`src/rtl/usb4_clk_pkg.sv`:
```
// Shared types, clock-ratio constants and phase-increment helper for the USB4 clock/reset sequencer.
package usb4_clk_pkg;

    typedef enum logic [1:0] {
        OFF  = 2'b00,
        GEN2 = 2'b01,
        GEN3 = 2'b10,
        GEN4 = 2'b11
    } gen_t;

    typedef enum logic [1:0] {
        ST_RESET  = 2'd0,
        ST_HOLD   = 2'd1,
        ST_RUN    = 2'd2,
        ST_SWITCH = 2'd3
    } st_t;

    localparam int unsigned F_LOCAL_MHZ = 80000;
    localparam int unsigned F_SB_MHZ    = 1;

    // Reference increments for a 24-bit accumulator: round(f / 80 GHz * 2^24).
    localparam logic [63:0] INC24_GEN2_LANE = 64'd2097152;
    localparam logic [63:0] INC24_GEN2_FSM  = 64'd2033609;
    localparam logic [63:0] INC24_GEN3_LANE = 64'd4194304;
    localparam logic [63:0] INC24_GEN3_FSM  = 64'd4067217;
    localparam logic [63:0] INC24_GEN4_LANE = 64'd8388608;
    localparam logic [63:0] INC24_GEN4_FSM  = 64'd8388608;

    // Rescales the 24-bit reference increment to acc_w bits, rounding when narrowing.
    function automatic logic [63:0] inc_of(gen_t gen, bit fsm, int acc_w);
        logic [63:0] base;
        case (gen)
            GEN2:    base = fsm ? INC24_GEN2_FSM : INC24_GEN2_LANE;
            GEN3:    base = fsm ? INC24_GEN3_FSM : INC24_GEN3_LANE;
            GEN4:    base = fsm ? INC24_GEN4_FSM : INC24_GEN4_LANE;
            default: base = '0;
        endcase
        if (acc_w >= 24)
            return base << (acc_w - 24);
        else
            return (base + (64'd1 << (23 - acc_w))) >> (24 - acc_w);
    endfunction

endpackage

```
`src/rtl/phase_acc_strobe.sv`:
```
// Phase accumulator; strobe is the combinational carry of the pending add, registered by the parent.
module phase_acc_strobe #(
    parameter int unsigned ACC_W = 24
) (
    input  logic             local_clk,
    input  logic             rst,
    input  logic [ACC_W-1:0] inc,
    input  logic             clr,
    input  logic             en,
    output logic             strobe
);

    logic [ACC_W-1:0] acc;
    logic [ACC_W:0]   sum;

    assign sum    = {1'b0, acc} + {1'b0, inc};
    assign strobe = en & sum[ACC_W];

    always_ff @(posedge local_clk or negedge rst) begin
        if (!rst)
            acc <= '0;
        else if (clr)
            acc <= '0;
        else if (en)
            acc <= sum[ACC_W-1:0];
    end

endmodule

```
`src/rtl/usb4_clk_rst_gen.sv`:
```
// Clock-enable and reset sequencer for the USB4 logical layer: sideband tick, lane/FSM strobes,
// sequenced core reset and runtime generation switching, all on local_clk.
module usb4_clk_rst_gen
    import usb4_clk_pkg::*;
#(
    parameter int unsigned LANES    = 2,
    parameter int unsigned ACC_W    = 24,
    parameter int unsigned SB_DIV   = F_LOCAL_MHZ / F_SB_MHZ,
    parameter int unsigned RST_HOLD = 3
) (
    input  logic             local_clk,
    input  logic             rst,
    input  logic [1:0]       gen_sel,
    input  logic [LANES-1:0] lane_disable,
    input  logic             soft_rst_req,
    output logic             sb_tick,
    output logic [LANES-1:0] lane_en,
    output logic             fsm_en,
    output logic             core_rst_n,
    output logic [1:0]       gen_active,
    output logic             switch_done
);

    localparam int unsigned SB_W   = $clog2(SB_DIV);
    localparam int unsigned HOLD_W = $clog2(RST_HOLD + 1);
    localparam logic [SB_W-1:0]   SB_LAST   = SB_W'(SB_DIV - 1);
    localparam logic [HOLD_W-1:0] HOLD_LAST = HOLD_W'(RST_HOLD - 1);

    st_t               st, nxt;
    logic [1:0]        rst_sync;
    logic [SB_W-1:0]   sb_cnt;
    logic [HOLD_W-1:0] hold_cnt;
    logic              sw_cnt;
    logic [1:0]        sw_gen;
    logic [ACC_W-1:0]  lane_inc, fsm_inc;
    logic              acc_en, lane_stb, fsm_stb;

    assign lane_inc = ACC_W'(inc_of(gen_t'(gen_active), 1'b0, int'(ACC_W)));
    assign fsm_inc  = ACC_W'(inc_of(gen_t'(gen_active), 1'b1, int'(ACC_W)));

    // Accumulators only advance on cycles that stay in RUN, so leaving RUN never emits a strobe.
    assign acc_en = (st == ST_RUN) && (nxt == ST_RUN);

    always_comb begin
        nxt = st;
        case (st)
            ST_RESET:
                if (rst_sync[1]) nxt = ST_HOLD;
            ST_HOLD:
                if (sb_tick && hold_cnt == HOLD_LAST)
                    nxt = (gen_sel != gen_active) ? ST_SWITCH : ST_RUN;
            ST_RUN:
                if (soft_rst_req)                nxt = ST_HOLD;
                else if (gen_sel != gen_active)  nxt = ST_SWITCH;
            ST_SWITCH:
                if (soft_rst_req)                nxt = ST_HOLD;
                else if (gen_sel == sw_gen && sw_cnt) nxt = ST_RUN;
            default:
                nxt = ST_RESET;
        endcase
    end

    always_ff @(posedge local_clk or negedge rst) begin
        if (!rst) begin
            rst_sync    <= '0;
            st          <= ST_RESET;
            sb_cnt      <= '0;
            sb_tick     <= 1'b0;
            hold_cnt    <= '0;
            sw_cnt      <= 1'b0;
            sw_gen      <= '0;
            gen_active  <= '0;
            switch_done <= 1'b0;
            core_rst_n  <= 1'b0;
            lane_en     <= '0;
            fsm_en      <= 1'b0;
        end else begin
            rst_sync <= {rst_sync[0], 1'b1};
            st       <= nxt;

            if (st == ST_RESET) begin
                sb_cnt  <= '0;
                sb_tick <= 1'b0;
            end else if (sb_cnt == SB_LAST) begin
                sb_cnt  <= '0;
                sb_tick <= 1'b1;
            end else begin
                sb_cnt  <= sb_cnt + 1'b1;
                sb_tick <= 1'b0;
            end

            if (nxt == ST_HOLD && st != ST_HOLD)
                hold_cnt <= '0;
            else if (st == ST_HOLD && sb_tick)
                hold_cnt <= hold_cnt + 1'b1;

            // A new target seen while switching restarts the two-cycle quiet period.
            if (nxt == ST_SWITCH && (st != ST_SWITCH || gen_sel != sw_gen)) begin
                sw_cnt <= 1'b0;
                sw_gen <= gen_sel;
            end else if (st == ST_SWITCH) begin
                sw_cnt <= 1'b1;
            end

            switch_done <= (st == ST_SWITCH) && (nxt == ST_RUN);
            if (st == ST_SWITCH && nxt == ST_RUN)
                gen_active <= sw_gen;

            core_rst_n <= (nxt == ST_RUN) || (nxt == ST_SWITCH);
            lane_en    <= {LANES{lane_stb}} & ~lane_disable;
            fsm_en     <= fsm_stb;
        end
    end

    phase_acc_strobe #(.ACC_W(ACC_W)) u_lane_acc (
        .local_clk (local_clk),
        .rst       (rst),
        .inc       (lane_inc),
        .clr       (!acc_en),
        .en        (acc_en),
        .strobe    (lane_stb)
    );

    phase_acc_strobe #(.ACC_W(ACC_W)) u_fsm_acc (
        .local_clk (local_clk),
        .rst       (rst),
        .inc       (fsm_inc),
        .clr       (!acc_en),
        .en        (acc_en),
        .strobe    (fsm_stb)
    );

endmodule

```
`config.mk`:
```
export PLATFORM = sky130hd
export DESIGN_NAME = usb4_clk_rst_gen
export DESIGN_NICKNAME = d
export VERILOG_FILES = /design/src/rtl/usb4_clk_pkg.sv /design/src/rtl/phase_acc_strobe.sv /design/src/rtl/usb4_clk_rst_gen.sv
export SDC_FILE = /design/constraint.sdc
export NUM_CORES = 1
export LEC_CHECK = 0
export ABC_AREA = 0
export CAP_MARGIN = 20
export CORE_ASPECT_RATIO = 1.2
export CORE_MARGIN = 4
export CORE_UTILIZATION = 52
export CTS_CLUSTER_SIZE = 8
export DETAILED_ROUTE_END_ITERATION = 12
export PLACE_DENSITY = 0.7
export SYNTH_ARGS = -nofsm -noshare
export SYNTH_HDL_FRONTEND = slang
export SYNTH_SLANG_ARGS = --single-unit
```
`constraint.sdc`:
```
create_clock -name local_clk -period 8.57 [get_ports local_clk]
set_input_delay 1.714 -clock local_clk [delete_from_list [all_inputs] [get_ports local_clk]]
set_output_delay 1.714 -clock local_clk [all_outputs]
set_load 0.05 [all_outputs]
```
==> reports/results.txt <==
status: finished, final reports clean
Synth Cell Area: 3570 sq um
CP cell instances: inv_1, ha_1, inv_1, ha_1, nand3_1, o21ai_1, o32ai_1, a21oi_1, nor3_1, nor3_1
final non-filler cell area: 3970 sq um
Fmax: 277 MHz
async set-reset flop share out of synthesis: 1.00
Hold Crit Class: reg -> reg
part of the cycle the worst path needs: 0.422
IO Port Bufs: 14
worst-path fanout max: 28
Power per Cell Area: 180 nW/um^2
largest net degree at the start of global routing: 62
Die ar.: 8250 sq um
Row Count: 32
Post-Syn Nets: 403
# IOs: 15
CP Data Arrival Time: 3800 ps
synthesized flop and latch total: 61
Nets: 413
DRC: 0
leading cell type in the layout, fill and taps excluded: dfrtp_1
final setup fails: 0
layout cells sized above 1: 0.0831
# hold bufs at CTS: 0
Max clock buf depth: 2
Num CTS Buffers: 9
top_reg_cell synth: dfrtp_1
CTS tree: done
initial antenna violation count: 0
most frequent cells in the layout: 61 x dfrtp_1, 49 x nor2_1, 37 x nand2_1
storage element area: 1530 sq um
clk_skew: 9.77 ps
cts repair resizes: 0
DR vias: 2699
fin crit period: 3620 ps
DP HPWL: 4730 microns
# clock sinks: 61
fin. max-slew vios: 0
crit end category: flop
CP startpoint kind: flop
first-pass GRT wire length: 12300 microns
endpoints failing hold: 0
routability cong.: 0.866
H-tree depth: 3
Fin Hold WS: 365 ps
Starting DRT DRC Count: 162
Setup Crit Path Kind: reg -> reg
non-filler instance count after layout: 482
launch point of the worst path: gen_active[0]$_DFFE_PN0P_
dpl cell area: 3740 sq um
crit-path max cell delay: 870 ps
# Post-CTS Setup Buffers: 0
Hold Path Cell Cnt: 0
Routed WL: 6870 microns
die height: 98.7 microns
Reg-to-Reg Start: gen_active[0]$_DFFE_PN0P_
WP data required: 8750 ps
RSZ-0062 raised after global routing: false
DRT Pass-1 Iters: 4
worst reg2reg endpoint: u_fsm_acc.acc[11]$_DFF_PN0_
Syn Inst Count: 382
Fillers: 581
area occupied by multi-input gates: 1920 sq um
diode count: 0
Mapped Avg Cell Area: 9.34 sq um
Ys Warns: 0
measured slew at the worst slew-check pin: 927 ps
number of global-route vias before repair: 2701
grt ovf: 0
count of different cell masters after synthesis: 60
R2R setup slack: 4950 ps
Clock Latency Late Sink: 340 ps
R2R cell count: 10
clock root buffer: clkbuf_8
Worst path slowest cell: ha_1
sequential area share after synthesis: 0.428
initial core utilization: 0.543
synthesis-to-finish area growth: 11.4%
Leak: 1.72 nW
number of synthesized flops with an enable pin: 0
setup TNS: 0 ps
Slew HR: 0.382
Setup crit end: u_fsm_acc.acc[11]$_DFF_PN0_
Via density: 5.60
clk slew on worst S/H paths: 70 ps
core area: 6570 sq um
Peak VDD IR: 0.127 mV
ANT nets after route: 0
max cap viols: 0
GR Util All Layers: 0.179
Die W: 83.6 microns
placed insts: 466
drt wl/cell: 14.3 microns
[critical path, delay by kind of cell, from the launching register on]
family                   cells  cell delay (ps)
flip-flops                   1              460
buffers and inverters        2              440
AO/OA/AOI/OAI                3              940
adder cells (fa/ha/maj)      2             1170
AND/OR/NAND/NOR              3              460
[cells in the mapped netlist (3+ instances only)]
cell type / number / area [sq um]
o21ai_0: 18 / 90.1
ha_1: 14 / 175
nand2b_1: 5 / 31.3
nor2_1: 49 / 184
and2_1: 7 / 43.8
or2_2: 4 / 25.0
nor3_1: 16 / 80.1
nand2_1: 37 / 139
mux2i_1: 4 / 40.0
nand4_1: 6 / 37.5
mux2_2: 3 / 33.8
xor2_1: 16 / 140
a31oi_1: 3 / 18.8
nor2b_1: 4 / 25.0
a21oi_1: 14 / 70.1
clkbuf_1: 9 / 33.8
o211ai_1: 3 / 22.5
dfrtp_1: 61 / 1530
xnor2_1: 29 / 254
inv_1: 12 / 45.0
o21a_1: 4 / 30.0
and3_1: 8 / 50.1
nand3_1: 13 / 65.1
[layout make-up]
cell class / instances / share of cell area
multi-input combinational: 293 / 0.483
sequential: 61 / 0.384
clock buffer: 11 / 0.0381
timing repair buffer: 15 / 0.0359
tap: 85 / 0.0268
clock inverter: 5 / 0.0205
inverter: 12 / 0.0113
[power by group]
part | internal (mW) | total (mW) | switching [mW] | leakage, nW
clock network | 0.180 | 0.297 | 0.116 | 0.116
registers | 0.307 | 0.324 | 0.0163 | 0.811
logic | 0.0409 | 0.0953 | 0.0544 | 0.797
[worst min-delay path by stage]
| stage | start | end | slack, ps |
|---|---|---|---|
| global placement | rst_sync[0]$_DFF_PN0_ | rst_sync[1]$_DFF_PN0_ | 340 |
| detailed placement | rst_sync[0]$_DFF_PN0_ | rst_sync[1]$_DFF_PN0_ | 350 |
| floorplan | rst_sync[0]$_DFF_PN0_ | rst_sync[1]$_DFF_PN0_ | 330 |
| finish | rst_sync[0]$_DFF_PN0_ | rst_sync[1]$_DFF_PN0_ | 370 |
| CTS | rst_sync[0]$_DFF_PN0_ | rst_sync[1]$_DFF_PN0_ | 370 |
| global route | rst_sync[0]$_DFF_PN0_ | rst_sync[1]$_DFF_PN0_ | 390 |
[registers in the layout, summed over array words and instances (netlist names)]
register        cells
u_fsm_acc.acc      24
sb_cnt             17
u_lane_acc.acc      3
gen_active          2
hold_cnt            2
lane_en             2
rst_sync            2
st                  2
sw_gen              2
core_rst_n          1
fsm_en              1
sb_tick             1
sw_cnt              1
switch_done         1
[through the flow]
stage	util	total power, mW	setup WS (ps)
global route	0.605	0.755	4540
global placement	0.570	0.423	4730
finish	0.605	0.715	4950
CTS	0.605	0.724	4960
floorplan	-	0.401	5260
detailed placement	0.570	0.424	4700
[routing by layer]
metal / up-vias / GRT usage / share of wire
met4: 0 / 0.0780 / 0.026
met1: 1291 / 0.242 / 0.48
met5: - / 0 / 0
met3: 16 / 0.0326 / 0.037
met2: 55 / 0.282 / 0.46
li1: 1337 / - / -
[cells by family (layout without fill, tap and decap cells)]
kind of cell / Yosys count / after routing / share of synthesized area
and+or+nand+nor: 161 / 161 / 0.224
AOI/OAI and AO/OA: 64 / 64 / 0.128
DFF: 61 / 61 / 0.428
xor gates and xnor gates: 46 / 46 / 0.115
buffers and inverters: 28 / 43 / 0.0340
adders and majority gates: 14 / 14 / 0.0491
muxes: 7 / 7 / 0.0207
other: 1 / 1 / 0.00105
No activity file was read; power rests on OpenSTA's default activity.
